--- src/rtl/lcd_timing_sched_if.sv ---
// Panel-side signal bundle for the LCD frame scheduler.
// The controller drives en; the scheduler drives everything else.
interface lcd_timing_sched_if;
  logic       en;
  logic [1:0] state;
  logic       DE_clk;
  logic       hsync_n;
  logic       vsync_n;
  logic [8:0] pix_x;
  logic [8:0] pix_y;
  logic       fetch_req;
  logic [8:0] fetch_x;
  logic [8:0] fetch_y;
  logic       frame_start;

  modport master (
    output en,
    input  state, DE_clk, hsync_n, vsync_n, pix_x, pix_y,
    input  fetch_req, fetch_x, fetch_y, frame_start
  );

  modport slave (
    input  en,
    output state, DE_clk, hsync_n, vsync_n, pix_x, pix_y,
    output fetch_req, fetch_x, fetch_y, frame_start
  );
endinterface

--- src/rtl/lcd_timing_sched.sv ---
// LCD frame scheduler: panel power-up sequencing, H/V raster, sync/DE generation
// and a pixel-fetch strobe that leads DE. Start/stop only on frame boundaries.
module lcd_timing_sched #(
  parameter int unsigned H_TOTAL     = 525,
  parameter int unsigned H_ACT_START = 45,
  parameter int unsigned H_ACTIVE    = 480,
  parameter int unsigned HSYNC_W     = 41,
  parameter int unsigned V_TOTAL     = 288,
  parameter int unsigned V_ACT_START = 16,
  parameter int unsigned V_ACTIVE    = 272,
  parameter int unsigned VSYNC_W     = 10,
  parameter int unsigned PWR_DLY     = 1024,
  parameter int unsigned PREFETCH    = 2
) (
  input logic               Clk,
  input logic               Rst,
  lcd_timing_sched_if.slave bus
);
  typedef enum logic [1:0] {StIdle = 2'd0, StPwrUp = 2'd1, StRun = 2'd2, StDrain = 2'd3} state_e;

  localparam int unsigned PwrW = (PWR_DLY > 1) ? $clog2(PWR_DLY) : 1;
  localparam logic [PwrW-1:0] PwrLast = PwrW'(PWR_DLY - 1);
  localparam logic [9:0] HLast  = 10'(H_TOTAL - 1);
  localparam logic [8:0] VLast  = 9'(V_TOTAL - 1);
  localparam logic [9:0] HActLo = 10'(H_ACT_START);
  localparam logic [9:0] HActHi = 10'(H_ACT_START + H_ACTIVE - 1);
  // Fetch window is the active window shifted PREFETCH clocks earlier on the same line.
  localparam logic [9:0] FetLo  = 10'(H_ACT_START - PREFETCH);
  localparam logic [9:0] FetHi  = 10'(H_ACT_START + H_ACTIVE - 1 - PREFETCH);
  localparam logic [9:0] HSyncW = 10'(HSYNC_W);
  localparam logic [8:0] VActLo = 9'(V_ACT_START);
  localparam logic [8:0] VActHi = 9'(V_ACT_START + V_ACTIVE - 1);
  localparam logic [8:0] VSyncW = 9'(VSYNC_W);

  state_e          state_q, state_d;
  logic [9:0]      h_q, h_d;
  logic [8:0]      v_q, v_d;
  logic [PwrW-1:0] pwr_q, pwr_d;

  logic       de_q, de_d, hs_q, hs_d, vs_q, vs_d, fr_q, fr_d, fs_q, fs_d;
  logic [8:0] px_q, px_d, py_q, py_d, fx_q, fx_d, fy_q, fy_d;

  logic running, h_wrap, v_wrap, v_act;

  assign running = (state_q == StRun) || (state_q == StDrain);
  assign h_wrap  = (h_q == HLast);
  assign v_wrap  = (v_q == VLast);
  assign v_act   = (v_q >= VActLo) && (v_q <= VActHi);

  always_comb begin
    state_d = state_q;
    pwr_d   = pwr_q;
    h_d     = h_q;
    v_d     = v_q;
    if (running) begin
      h_d = h_wrap ? '0 : h_q + 10'd1;
      if (h_wrap) v_d = v_wrap ? '0 : v_q + 9'd1;
    end
    unique case (state_q)
      StIdle: begin
        h_d   = '0;
        v_d   = '0;
        pwr_d = '0;
        if (bus.en) state_d = StPwrUp;
      end
      StPwrUp: begin
        pwr_d = pwr_q + 1'b1;
        if (!bus.en) begin
          state_d = StIdle;
          pwr_d   = '0;
        end else if (pwr_q == PwrLast) begin
          state_d = StRun;
          h_d     = '0;
          v_d     = '0;
        end
      end
      StRun: if (!bus.en) state_d = StDrain;
      StDrain: begin
        // Re-enable wins over frame end so a restarted frame follows with no gap.
        if (bus.en)                state_d = StRun;
        else if (h_wrap && v_wrap) state_d = StIdle;
      end
      default: state_d = StIdle;
    endcase
  end

  always_comb begin
    de_d = 1'b0;
    hs_d = 1'b1;
    vs_d = 1'b1;
    fr_d = 1'b0;
    fs_d = 1'b0;
    px_d = '0;
    py_d = '0;
    fx_d = '0;
    fy_d = '0;
    if (running) begin
      hs_d = (h_q >= HSyncW);
      vs_d = (v_q >= VSyncW);
      fs_d = (h_q == '0) && (v_q == '0);
      if (v_act && (h_q >= HActLo) && (h_q <= HActHi)) begin
        de_d = 1'b1;
        px_d = 9'(h_q - HActLo);
        py_d = v_q - VActLo;
      end
      if (v_act && (h_q >= FetLo) && (h_q <= FetHi)) begin
        fr_d = 1'b1;
        fx_d = 9'(h_q - FetLo);
        fy_d = v_q - VActLo;
      end
    end
  end

  always_ff @(posedge Clk or posedge Rst) begin
    if (Rst) begin
      state_q <= StIdle;
      h_q     <= '0;
      v_q     <= '0;
      pwr_q   <= '0;
      de_q    <= 1'b0;
      hs_q    <= 1'b1;
      vs_q    <= 1'b1;
      fr_q    <= 1'b0;
      fs_q    <= 1'b0;
      px_q    <= '0;
      py_q    <= '0;
      fx_q    <= '0;
      fy_q    <= '0;
    end else begin
      state_q <= state_d;
      h_q     <= h_d;
      v_q     <= v_d;
      pwr_q   <= pwr_d;
      de_q    <= de_d;
      hs_q    <= hs_d;
      vs_q    <= vs_d;
      fr_q    <= fr_d;
      fs_q    <= fs_d;
      px_q    <= px_d;
      py_q    <= py_d;
      fx_q    <= fx_d;
      fy_q    <= fy_d;
    end
  end

  assign bus.state       = state_q;
  assign bus.DE_clk      = de_q;
  assign bus.hsync_n     = hs_q;
  assign bus.vsync_n     = vs_q;
  assign bus.pix_x       = px_q;
  assign bus.pix_y       = py_q;
  assign bus.fetch_req   = fr_q;
  assign bus.fetch_x     = fx_q;
  assign bus.fetch_y     = fy_q;
  assign bus.frame_start = fs_q;
endmodule
--- src/flat_wrapper.sv ---
// flat-port wrapper written by rule: the top's interface ports become plain ports
module lcd_timing_sched_flat 
#(
  parameter int unsigned H_TOTAL     = 525,
  parameter int unsigned H_ACT_START = 45,
  parameter int unsigned H_ACTIVE    = 480,
  parameter int unsigned HSYNC_W     = 41,
  parameter int unsigned V_TOTAL     = 288,
  parameter int unsigned V_ACT_START = 16,
  parameter int unsigned V_ACTIVE    = 272,
  parameter int unsigned VSYNC_W     = 10,
  parameter int unsigned PWR_DLY     = 1024,
  parameter int unsigned PREFETCH    = 2
)
  (Clk, Rst, bus_en, bus_state, bus_DE_clk, bus_hsync_n, bus_vsync_n, bus_pix_x, bus_pix_y, bus_fetch_req, bus_fetch_x, bus_fetch_y, bus_frame_start);
  lcd_timing_sched_if bus_i ();
  input logic Clk;
  input logic Rst;
  input wire logic [$bits(bus_i.en)-1:0] bus_en;
  output wire logic [$bits(bus_i.state)-1:0] bus_state;
  output wire logic [$bits(bus_i.DE_clk)-1:0] bus_DE_clk;
  output wire logic [$bits(bus_i.hsync_n)-1:0] bus_hsync_n;
  output wire logic [$bits(bus_i.vsync_n)-1:0] bus_vsync_n;
  output wire logic [$bits(bus_i.pix_x)-1:0] bus_pix_x;
  output wire logic [$bits(bus_i.pix_y)-1:0] bus_pix_y;
  output wire logic [$bits(bus_i.fetch_req)-1:0] bus_fetch_req;
  output wire logic [$bits(bus_i.fetch_x)-1:0] bus_fetch_x;
  output wire logic [$bits(bus_i.fetch_y)-1:0] bus_fetch_y;
  output wire logic [$bits(bus_i.frame_start)-1:0] bus_frame_start;
  assign bus_i.en = bus_en;
  assign bus_state = bus_i.state;
  assign bus_DE_clk = bus_i.DE_clk;
  assign bus_hsync_n = bus_i.hsync_n;
  assign bus_vsync_n = bus_i.vsync_n;
  assign bus_pix_x = bus_i.pix_x;
  assign bus_pix_y = bus_i.pix_y;
  assign bus_fetch_req = bus_i.fetch_req;
  assign bus_fetch_x = bus_i.fetch_x;
  assign bus_fetch_y = bus_i.fetch_y;
  assign bus_frame_start = bus_i.frame_start;
  lcd_timing_sched #(.H_TOTAL(H_TOTAL), .H_ACT_START(H_ACT_START), .H_ACTIVE(H_ACTIVE), .HSYNC_W(HSYNC_W), .V_TOTAL(V_TOTAL), .V_ACT_START(V_ACT_START), .V_ACTIVE(V_ACTIVE), .VSYNC_W(VSYNC_W), .PWR_DLY(PWR_DLY), .PREFETCH(PREFETCH)) u_core (.Clk(Clk), .Rst(Rst), .bus(bus_i));
endmodule
--- config.mk ---
export PLATFORM = sky130hd
export DESIGN_NAME = lcd_timing_sched_flat
export DESIGN_NICKNAME = d
export VERILOG_FILES = /design/src/rtl/lcd_timing_sched_if.sv /design/src/rtl/lcd_timing_sched.sv /design/src/flat_wrapper.sv
export SDC_FILE = /design/constraint.sdc
export NUM_CORES = 1
export LEC_CHECK = 0
export ABC_CLOCK_PERIOD_IN_PS = 3700
export BUFFER_PORTS_ARGS = -buffer_cell sky130_fd_sc_hd__buf_2
export CORE_ASPECT_RATIO = 0.75
export CORE_MARGIN = 2
export CORE_UTILIZATION = 42
export CTS_CLUSTER_DIAMETER = 40
export DETAILED_ROUTE_END_ITERATION = 10
export GPL_ROUTABILITY_DRIVEN = 0
export PLACE_DENSITY = 0.61
export SETUP_SLACK_MARGIN = 0.05
export SLEW_MARGIN = 20
export SYNTH_ARGS = -nofsm -noshare
export SYNTH_HDL_FRONTEND = slang
export SYNTH_SLANG_ARGS = --single-unit
--- constraint.sdc ---
create_clock -name Clk -period 3.7 [get_ports Clk]
set_input_delay 0.37 -clock Clk [delete_from_list [all_inputs] [get_ports Clk]]
set_output_delay 0.37 -clock Clk [all_outputs]
set_load 0.01 [all_outputs]
# Word-level counts from Yosys, hierarchy flattened

Cells that the tools add are included.

Flip-flop bits (word level): 72
Latch bits: 0
RAM bits: 0
ROM bits: 0
Bits of input ports: 3
Logic and storage cells: 85
Memories kept: 0

$add $sub $neg: 6
Multiply operators: 0
Divide/modulo/power cells: 0
Order comparisons: 8
Eq/ne operators: 10
Shift-type cells: 0
Muxes and demuxes: 35
Bitwise operators: 0
Reduce and logical (&&, ||, !) cells: 13

Operator list:

| operator              | count |
|---|---|
| $mux 9                | 13 |
| $mux 10               | 5 |
| $pmux 10 s2           | 2 |
| $ge 10x6->1 const B   | 3 |
| $add 10x1->10 const B | 2 |
| $eq 10x10->1 const B  | 2 |
| $le 10x10->1 const B  | 2 |
| $pmux 9 s2            | 1 |
| $sub 9x6->9 const B   | 2 |
| $mux 2                | 6 |
| $logic_not 10->1      | 1 |
| $add 9x1->9 const B   | 1 |
| $eq 9x9->1 const B    | 1 |
| $ge 9x4->1 const B    | 1 |
| $ge 9x5->1 const B    | 1 |
| $le 9x9->1 const B    | 1 |
| $logic_not 9->1       | 1 |
| $sub 9x5->9 const B   | 1 |
| $pmux 2 s4            | 1 |
| $logic_and 1x1->1     | 7 |
| $mux 1                | 7 |
| $eq 2x2->1 const B    | 2 |
| $ne 2x2->1 const B    | 2 |
| $reduce_and 4->1      | 1 |
| other kinds (6)       | 6 |

# Depth between registers and ports, before layout

Gate-level depths: netlist of run 1.

Word-level depth: 7
Gate-level depth with buffers: 8
Depth with buffers taken out: 7

# Least setup slack after synthesis of run 1

OpenSTA, ideal clock, no wires.

Path type: reg-to-reg
Start: reg u_core.h_q[0]
End: reg u_core.fy_q[4], in the netlist u_core.bus.fetch_y[4]
Setup time: 0.127 ns
Arrival: 1.682 ns
Path slack: 1.891 ns
Cell stages (with the launch flop): 8
Cells stage by stage: dfrtp_1 > ha_1 > o21a_1 > o21ai_0 > nand2_1 > nand3_4 > buf_6 > nor2_1

Longest elaborated chain between the ends: 5

RTL lines:

| item                     | RTL line                | source |
|---|---|---|
| start: declaration       | lcd_timing_sched.sv:36  | `logic [9:0] h_q, h_d;` |
| start signal: assignment | lcd_timing_sched.sv:117 | `h_q <= '0;` |
| start signal: assignment | lcd_timing_sched.sv:131 | `h_q <= h_d;` |
| $ge 10x6->1              | lcd_timing_sched.sv:106 | `if (v_act && (h_q >= FetLo) && (h_q <= FetHi)) begin` |
| $logic_and 1x1->1        | lcd_timing_sched.sv:106 |  |
| $logic_and 1x1->1 *      | lcd_timing_sched.sv:106 |  |
| $mux 9 *                 | lcd_timing_sched.sv:106 |  |
| $mux 9 *                 | lcd_timing_sched.sv:97  | `if (running) begin` |
| via u_core.fy_d[4]       | lcd_timing_sched.sv:41  | `logic [8:0] px_q, px_d, py_q, py_d, fx_q, fx_d, fy_q, fy_d;` |
| end signal: assignment   | lcd_timing_sched.sv:142 | `fy_q <= fy_d;` |
| end: declaration         | lcd_timing_sched.sv:41  |  |

Mark *: on every way through the listed nets, which the timed path passes. The rest lies on a longest branch.
A chain may end at the register's enable or synchronous reset.

# Final worst setup path of run 1

Start: reg u_core.h_q[2]
End: reg u_core.v_q[3]

Longest elaborated chain between the ends: 6

RTL lines:

| item                   | RTL line                | source |
|---|---|---|
| $eq 10x10->1 *         | lcd_timing_sched.sv:46  | `assign h_wrap = (h_q == HLast);` |
| $mux 9 *               | lcd_timing_sched.sv:57  | `if (h_wrap) v_d = v_wrap ? '0 : v_q + 9'd1;` |
| $mux 9 *               | lcd_timing_sched.sv:55  | `if (running) begin` |
| $mux 9                 | lcd_timing_sched.sv:71  | `end else if (pwr_q == PwrLast) begin` |
| $mux 9                 | lcd_timing_sched.sv:68  | `if (!bus.en) begin` |
| $pmux 9 s2 *           | lcd_timing_sched.sv:59  | `unique case (state_q)` |
| via u_core.v_d[3]      | lcd_timing_sched.sv:37  | `logic [8:0] v_q, v_d;` |
| end signal: assignment | lcd_timing_sched.sv:132 | `v_q <= v_d;` |
| end: declaration       | lcd_timing_sched.sv:37  |  |

Marks and branches as above.

==> flow_summary.yaml, run 1 <==
outcome:
  status: "finished, final reports clean"
yosys:
  synth_fp_nets: 367
  synth_area_um2: 3550
  yosys_warnings: 0
  yosysTopAreaCell: "dfrtp_1"
  synth-seq-cells: 72
  avgSynthCellArea_um2: 10.1
  synthFlopType: "dfrtp_1"
  synth.most_common_cell: "dfrtp_1"
  synth_top_area_frac: 0.494
  ys_types: 53
  syn_inst: 351
  netlist_top_cells_count: "dfrtp_1, nor2_1, o21ai_0"
  yosysSeqAreaShare: 0.509
  synth_edf_count: 0
  async_reset_ff_frac: 1.00
  synth_area_leaders: "dfrtp_1, ha_1, nor2_1"
global_routing:
  grt_pass1_vias: 2431
  antenna_found_initial: 0
  grt.overflow.total: 0
  grt_pass1_wl_um: 12200
  grtUsageTotal: 0.172
  grt_max_degree: 29
floorplanning:
  core_um2: 8060
  start_util: 0.440
  dieArea_um2: 9200
  pin_count: 46
  row_count: 28
  die_x_um: 110
  die_y_um: 83.6
clock_network:
  htree_levels: 3
  cts_resized: 0
  clkTransAtPathRegs_ps: 60
  max-clock-path-buffers: 2
  insertion_delay_ps: 340
  cts_tree: "yes"
  root_buffer: "clkbuf_16"
  cts_buffers: 9
  postCtsSetupBuffers: 0
  cts_sinks: 72
  hold_buffers: 0
sta:
  hold_ws_ps: 68.2
  slew_headroom: 0.504
  fin_skew_ps: 6.47
  fmax_mhz: 472
  hold_violations: 0
  tns_ps: 0
  min_period_ps: 2120
  fin_crit_sh: 0.573
  finalSetupViolCount: 0
  rsz0062_at_grt: "no"
  tightest_slew_ps: 745
  drv_slew: 0
flow_run:
  cap_violations: 0
detailed_routing:
  routed-wl-met3_um: 431
  first_pass_iters: 5
  drc_errors: 0
  drt-initial-drc-count: 222
  route.top_layer_used: "met4"
  met2_length_um: 3120
  ant_nets: 0
  wl_um: 7370
  vias_per_cell: 5.15
  vias: 2565
  met1Wirelength_um: 3750
  wl_per_cell_um: 14.8
final_layout:
  synthToLayoutAreaGrowth_pct: 17.5
  final_cells: 498
  layout-drive-gt1-share: 0.237
  postLayoutCoreUtil: 0.517
  final_nets: 404
  diodes: 0
critical_path:
  reg2reg_slack_ps: 1580
  arrival_ps: 2390
  path_max_fanout: 16
  crit_buf_inv: 0
  r2r_start: "u_core.h_q[2]"
  required_ps: 3970
  crit_chain: "and4bb_1 > nand4_1 > or3_1 > o21ai_1 > a22o_1"
  crit_family: "simple AND/OR/NAND/NOR gates"
  r2r_cells: 5
  startpoint_type: "flop"
  max_stage_delay_ps: 640
  r2r_end: "u_core.v_q[3]"
  worstSetupPathType: "reg -> reg"
  critPathSlowestCell: "dfrtp_1"
  worstSetupEndpointType: "flop"
placed_design:
  placed_cells: 482
  io_buffers: 45
  dp_hpwl_um: 5110
power:
  power_density_nw_per_um2: 458
  vdd_drop_max_v: 0.000267
  leakage_nw: 2.12
hold_path:
  worstHoldPathType: "in -> async"
==> final cells by class <==
class | instances | area [um2]
well taps | 105 | 131
clock inverters | 5 | 103
clock buffers | 11 | 253
inverters | 15 | 56.3
flip-flops and latches | 72 | 1800
fillers | 728 | 3890
repair buffers | 48 | 248
multi-input cells | 242 | 1570
==> power by group <==
part / total [mW] / switching [mW] / leakage (nW) / internal [mW]
Sequential: 0.809 / 0.0129 / 0.993 / 0.796
Combinational: 0.0775 / 0.0533 / 0.959 / 0.0243
Clock: 1.02 / 0.326 / 0.172 / 0.694
Total: 1.91 / 0.392 / 2.12 / 1.51
==> routing by layer <==
layer | track usage | up-vias
met5 | 0 | -
met4 | 0.0477 | 0
met3 | 0.0695 | 6
met2 | 0.235 | 61
met1 | 0.249 | 1231
li1 | - | 1267
==> worst max path at each step <==
stage	slack, ps	startpoint	depth (start not counted)	to
2_1_floorplan	1510	Rst	1	async pin
3_3_place_gp	1610	u_core.h_q[0]	6	u_core.bus.fetch_x[6]
3_5_place_dp	1590	u_core.h_q[0]	7	u_core.bus.pix_x[7]
4_1_cts	1570	u_core.h_q[0]	7	u_core.bus.pix_x[7]
5_1_grt	1420	u_core.h_q[0]	7	u_core.bus.pix_x[7]
6_report	1580	u_core.h_q[2]	5	u_core.v_q[3]
==> worst reg2reg max path, delay by kind of cell (launching register included) <==
kind	cells	cell delay, ps
flip-flops	1	640
AND/OR/NAND/NOR	3	1190
AO/OA/AOI/OAI	2	220
==> cell families after synthesis <==
logic type / count (synthesis) / synth area share
AO/OA/AOI/OAI: 65 / 0.120
XOR/XNOR: 27 / 0.0667
adder cells (fa/ha/maj): 13 / 0.0459
buffers and inverters: 37 / 0.0483
flip-flops: 72 / 0.509
AND/OR/NAND/NOR: 137 / 0.210
==> stage by stage <==
stage,power [mW],setup WS [ps],instance area [um2]
final,1.91,1580,4170
after detailed placement,0.902,1590,3810
after CTS,1.94,1570,4170
after global routing,1.98,1420,4170
after floorplan,0.876,1510,3550
after global placement,0.900,1610,3810
==> placed cells by master (no fill, tap or decap), types with 12 or more instances in the layout <==
cell / n
inv_1: 12
xnor2_1: 13
nand2_1: 25
nor2_1: 39
dfrtp_1: 70
o21ai_0: 26
ha_1: 13
nand3_1: 14
buf_2: 45
xor2_1: 14
nor2_2: 14
==> registers in the layout, summed over array words and instances, names as in the netlist, 9 cells and up, named ones only <==
signal              cells
u_core.bus.pix_x        9
u_core.h_q             10
u_core.bus.fetch_y      9
u_core.bus.fetch_x      9
u_core.bus.pix_y        9
u_core.v_q              9
u_core.pwr_q           10
No activity file was read; power rests on OpenSTA's default activity.
==> inputs of run 2 (changes only) <==
--- a/config.mk
+++ b/config.mk
@@ -5,7 +5,8 @@
 export SDC_FILE = /design/constraint.sdc
 export NUM_CORES = 1
 export LEC_CHECK = 0
-export ABC_CLOCK_PERIOD_IN_PS = 3700
+export ABC_AREA = 1
+export ABC_CLOCK_PERIOD_IN_PS = 1750
 export BUFFER_PORTS_ARGS = -buffer_cell sky130_fd_sc_hd__buf_2
 export CORE_ASPECT_RATIO = 0.75
 export CORE_MARGIN = 2
@@ -13,7 +14,7 @@
 export CTS_CLUSTER_DIAMETER = 40
 export DETAILED_ROUTE_END_ITERATION = 10
 export GPL_ROUTABILITY_DRIVEN = 0
-export PLACE_DENSITY = 0.61
+export PLACE_DENSITY = 0.63
 export SETUP_SLACK_MARGIN = 0.05
 export SLEW_MARGIN = 20
 export SYNTH_ARGS = -nofsm -noshare
==> constraint.sdc (replaced) <==
create_clock -name Clk -period 1.75 [get_ports Clk]
set_input_delay 0.175 -clock Clk [delete_from_list [all_inputs] [get_ports Clk]]
set_output_delay 0.175 -clock Clk [all_outputs]
set_load 0.01 [all_outputs]
==> run 2 against run 1 <==
  * Worst hold slack better by 57 ps
  * Synthesized cell count up 26%
  * Critical path depth up 3
  * Sequential power up 130%
  * Power rose to 2.7 times the previous value
  * Area after synthesis up 6.3%
  * Largest cell class is now multi-input combinational cells
==> flow_summary.yaml, run 2 <==
outcome:
  status: "finished, final reports clean"
sta:
  fin_crit_sh: 0.954
  fin_skew_ps: 5.24
  fmax_mhz: 599
  min_period_ps: 1670
  tightest_slew_ps: 504
  finalSetupViolCount: 0
  hold_violations: 0
  hold_ws_ps: 125
  rsz0062_at_grt: "yes"
  slew_headroom: 0.663
  final.setup.worst_slack_ps: 81.2
  drv_slew: 0
  tns_ps: 0
flow_run:
  cap_violations: 0
global_routing:
  grt_pass1_wl_um: 15000
  grt_max_degree: 29
  grt.overflow.total: 0
  antenna_found_initial: 0
  grtUsageTotal: 0.196
  grt_pass1_vias: 3027
power:
  p_int_mw: 3.53
  p_comb_frac: 0.242
  pwr-share-clk: 0.388
  leakage_nw: 2.52
  power_density_nw_per_um2: 1020
  vdd_drop_max_v: 0.000655
  switching_power_mw: 1.52
  p_seq_frac: 0.369
  swShare: 0.301
yosys:
  yosys_warnings: 0
  synth-seq-cells: 72
  yosysSeqAreaShare: 0.479
  async_reset_ff_frac: 1.00
  synth_area_um2: 3770
  syn_inst: 442
  yosysTopAreaCell: "dfrtp_1"
  avgSynthCellArea_um2: 8.53
  netlist_top_cells_count: "nand2_1, dfrtp_1, nor2_1"
  ys_types: 42
  synthFlopType: "dfrtp_1"
  synth.most_common_cell: "nand2_1"
  synth_top_area_frac: 0.465
  synth_fp_nets: 458
  synth_edf_count: 0
  synth_area_leaders: "dfrtp_1, nand2_1, nor2_1"
clock_network:
  max-clock-path-buffers: 2
  htree_levels: 3
  insertion_delay_ps: 340
  cts_tree: "yes"
  root_buffer: "clkbuf_16"
  clkTransAtPathRegs_ps: 60
  cts_buffers: 9
  cts_sinks: 72
critical_path:
  path_max_fanout: 9
  crit_path_start: "u_core.v_q[5]"
  r2r_cells: 8
  reg2reg_slack_ps: 80
  cp-endpoint: "u_core.bus.fetch_y[5]"
  worstSetupEndpointType: "flop"
  required_ps: 2020
  startpoint_type: "flop"
  r2r_end: "u_core.bus.fetch_y[5]"
  worstSetupPathType: "reg -> reg"
  arrival_ps: 1940
  r2r_start: "u_core.v_q[5]"
final_layout:
  diodes: 0
  reg_top3: "u_core.h_q (10), u_core.pwr_q (10)"
  design_area_um2: 4960
  synthToLayoutAreaGrowth_pct: 31.6
  final_nets: 556
  mostFrequentLayoutCells: "nand2_1, dfrtp_1, nor2_1, buf_2, buf_4"
  layout-drive-gt1-share: 0.334
  final_cells: 653
  final_common_cell: "nand2_1"
detailed_routing:
  ant_nets: 0
  drc_errors: 0
  wl_um: 9530
  wl_per_cell_um: 14.6
  vias: 3326
  first_pass_iters: 6
  vias_per_cell: 5.09
  drt-initial-drc-count: 265
floorplanning:
  core_um2: 8600
  pin_count: 46
  dieArea_um2: 9750
  die_y_um: 86.0
  die_x_um: 113
  row_count: 29
  start_util: 0.438
placed_design:
  place_ws_ps: 60.6
  placed_cells: 617
  io_buffers: 45
  dp_hpwl_um: 6620
  placed_area_um2: 4330
hold_path:
  worstHoldPathType: "in -> reg"
  min_delay_path_depth: 3
-- run 2: cell count changes after synthesis, sizes merged, moves of 5 or more --
| cell | previous run | this run |
|---|---|---|
| nand2 | 25 | 96 |
| inv | 15 | 40 |
| nor2 | 53 | 74 |
| nand3 | 16 | 28 |
| xnor2 | 13 | 2 |
| nor3 | 1 | 9 |
| a22o | 6 | 0 |
| and3 | 6 | 0 |
| clkbuf | 9 | 3 |
| buf | 13 | 8 |
-- run 2: cell families after synthesis --
group,after synthesis,synth area share
and+or+nand+nor,231,0.293
DFF,72,0.479
buffers and inverters,54,0.0644
AOI/OAI and AO/OA,53,0.0767
xor gates and xnor gates,19,0.0442
adders and majority gates,13,0.0432
-- run 2: metrics by stage --
step                total power [mW]  utilization
global route                    5.32        0.577
floorplan                       2.52            -
finish                          5.05        0.577
global placement                3.00        0.504
CTS                             4.99        0.548
detailed placement              3.00        0.504
-- run 2: power by group through the flow --
| stage | sequential [mW] | combinational (mW) | clock, mW |
|---|---|---|---|
| after detailed placement | 1.89 | 1.11 | 0 |
| after global routing | 1.88 | 1.37 | 2.07 |
| final | 1.87 | 1.23 | 1.96 |
| after global placement | 1.88 | 1.12 | 0 |
| after CTS | 1.86 | 1.12 | 2.01 |
| after floorplan | 1.91 | 0.607 | 0 |
-- run 2: worst min path at each step --
stage,start,to
4_1_cts,bus_en,flop
3_5_place_dp,Rst,u_core.bus.fetch_x[7]
6_report,bus_en,flop
3_3_place_gp,Rst,u_core.bus.fetch_req
2_1_floorplan,bus_en,flop
5_1_grt,bus_en,flop
-- run 2: final cells by class --
class / instances / area, um2
Fill cell: 745 / 3640
Multi-Input combinational cell: 318 / 1840
Sequential cell: 72 / 1810
Timing Repair Buffer: 96 / 682
Clock buffer: 10 / 229
Inverter: 43 / 174
Tap cell: 108 / 135
Clock inverter: 6 / 92.6
-- run 2: routing by layer --
layer  track usage  vias up  part of all wire
met3        0.0601       11             0.067
met4        0.0543        0             0.011
met1         0.296     1562              0.50
met5             0        -                 0
li1              -     1634                 -
met2         0.271      119              0.42
-- run 2: what timing repair did --
item                                    in CTS  in global routing
endpoints found under the setup margin       1                 54
buffers inserted                             3                 13
pin swaps                                    1                  4
gates cloned                                 0                  3
gates resized for setup                      0                 32
endpoints found under the hold margin       19                  0
hold buffers                                 1                  0
-- run 2: critical path, cell delays in order (launching register included) --
cell	delay, ps
dfrtp_1	360
clkinv_1	140
buf_4	200
nand4_1	140
nand2_1	120
nor2_4	190
buf_4	170
nand3_2	150
nor2_1	120
==> inputs of run 3 (changes only) <==
--- a/config.mk
+++ b/config.mk
@@ -14,9 +14,9 @@
 export CTS_CLUSTER_DIAMETER = 40
 export DETAILED_ROUTE_END_ITERATION = 10
 export GPL_ROUTABILITY_DRIVEN = 0
+export MAX_ROUTING_LAYER = met4
 export PLACE_DENSITY = 0.63
 export SETUP_SLACK_MARGIN = 0.05
-export SLEW_MARGIN = 20
 export SYNTH_ARGS = -nofsm -noshare
 export SYNTH_HDL_FRONTEND = slang
 export SYNTH_SLANG_ARGS = --single-unit
==> run 3 against run 2 <==
  * Sequential share of layout area did not move
  * Setup slack about the same
  * Cell area unchanged
  * Register-to-register slack hardly changed
  * Non-clock buffer count did not move
  * Sequential power barely moved
  * Critical path depth is the same
  * Critical path type unchanged
  * Combinational power hardly changed
  * First-iteration DRC count shrank 14%
  * Cell count is the same
  * Fmax about the same
  * Via count up 0.54%
==> flow_summary.yaml, run 3 (same netlist as run 2, synthesis figures left out) <==
power:
  p_seq_frac: 0.370
  vdd_drop_max_v: 0.000656
  power_density_nw_per_um2: 1020
  pwr-share-clk: 0.388
  leakage_nw: 2.52
  p_comb_frac: 0.242
  p_int_mw: 3.53
  switching_power_mw: 1.52
  swShare: 0.301
  finalPower_mw: 5.05
detailed_routing:
  vias: 3344
  ant_nets: 0
  met1Wirelength_um: 4680
  wl_um: 9530
  vias_per_cell: 5.12
  met2_length_um: 4020
  wl_per_cell_um: 14.6
  drc_errors: 0
  drt-initial-drc-count: 228
  routed-wl-met3_um: 728
  first_pass_iters: 5
  route.top_layer_used: "met4"
clock_network:
  cts_sinks: 72
  max-clock-path-buffers: 2
  root_buffer: "clkbuf_16"
  insertion_delay_ps: 340
  cts_buffers: 9
  htree_levels: 3
  clkTransAtPathRegs_ps: 60
  cts_tree: "yes"
sta:
  hold_violations: 0
  final.setup.worst_slack_ps: 81.5
  rsz0062_at_grt: "yes"
  fin_skew_ps: 5.37
  fmax_mhz: 599
  hold_ws_ps: 128
  fin_crit_sh: 0.953
  tightest_slew_ps: 502
  min_period_ps: 1670
  finalSetupViolCount: 0
  slew_headroom: 0.664
  tns_ps: 0
  drv_slew: 0
final_layout:
  n_fill_cell: 745
  mostFrequentLayoutCells: "nand2_1, dfrtp_1, nor2_1, buf_2, buf_4"
  final_cells: 653
  multi_input_comb_area_um2: 1840
  final_nets: 556
  layout-drive-gt1-share: 0.334
  diodes: 0
  final_common_cell: "nand2_1"
  synthToLayoutAreaGrowth_pct: 31.6
  reg_top3: "u_core.h_q (10), u_core.pwr_q (10)"
  seq_area_um2: 1810
floorplanning:
  die_x_um: 113
  pin_count: 46
  start_util: 0.438
  die_y_um: 86.0
  dieArea_um2: 9750
  row_count: 29
  core_um2: 8600
placed_design:
  placed_cells: 617
  io_buffers: 45
  dp_hpwl_um: 6620
  place_ws_ps: 60.6
critical_path:
  r2r_end: "u_core.bus.fetch_y[5]"
  reg2reg_slack_ps: 80
  r2r_cells: 8
  required_ps: 2020
  arrival_ps: 1940
  worstSetupEndpointType: "flop"
  worstSetupPathType: "reg -> reg"
  startpoint_type: "flop"
  path_max_fanout: 9
  r2r_start: "u_core.v_q[5]"
flow_run:
  cap_violations: 0
global_routing:
  grt.overflow.total: 0
  grt_max_degree: 29
  grt_pass1_vias: 3021
  antenna_found_initial: 0
  grtUsageTotal: 0.203
  grt_pass1_wl_um: 15000
hold_path:
  min_from: "bus_en"
  min_delay_path_depth: 3
  worstHoldPathType: "in -> reg"
outcome:
  status: "finished, final reports clean"
[run 3: power by group through the flow]
stage	Sequential [mW]	Clock (mW)	Combinational, mW
2_1_floorplan	1.91	0	0.607
3_3_place_gp	1.88	0	1.12
3_5_place_dp	1.89	0	1.11
4_1_cts	1.86	2.01	1.12
5_1_grt	1.88	2.07	1.37
6_report	1.87	1.96	1.22
[run 3: repair_timing]
action                     4_1_cts  5_1_grt
cloned                           0        3
hold endpoints to repair        19        0
setup endpoints to repair        1       54
buffers inserted                 3       13
gates resized for setup          0       32
pin swaps                        1        4
hold buffers                     1        0
[run 3: metal layers]
| layer | track usage | up-vias |
|---|---|---|
| met4 | 0.0543 | 0 |
| met1 | 0.298 | 1567 |
| met5 | - | - |
| li1 | - | 1633 |
| met3 | 0.0601 | 12 |
| met2 | 0.270 | 132 |
[run 3: critical path, cell delays in order (launching register included)]
cell and delay (ps):
dfrtp_1 360, clkinv_1 140, buf_4 200, nand4_1 140
nand2_1 120, nor2_4 190, buf_4 170, nand3_2 150
nor2_1 120
[run 3: metrics by stage]
stage | cell area, um2 | utilization
detailed placement | 4330 | 0.504
CTS | 4710 | 0.548
global placement | 4330 | 0.504
global route | 4960 | 0.577
floorplan | 3780 | -
finish | 4960 | 0.577
[run 3: area by class of cell]
cell class | count | share of cell area
repair buffers | 96 | 0.138
clock inverters | 6 | 0.0187
clock buffers | 10 | 0.0462
multi-input cells | 318 | 0.370
well taps | 108 | 0.0273
inverters | 43 | 0.0351
flip-flops and latches | 72 | 0.365
[run 3: how the worst max path moves through the flow]
stage | from | endpoint | slack, ps | cells after the start
after detailed placement | u_core.v_q[5] | u_core.bus.pix_x[2] | 60 | 8
after global routing | u_core.h_q[0] | u_core.h_q[9] | 10 | 8
final | u_core.v_q[5] | u_core.bus.fetch_y[5] | 80 | 8
after global placement | u_core.v_q[5] | u_core.bus.fetch_x[0] | 70 | 7
after CTS | u_core.v_q[5] | u_core.bus.fetch_y[2] | 50 | 8
after floorplan | u_core.h_q[0] | u_core.bus.pix_y[7] | 60 | 9
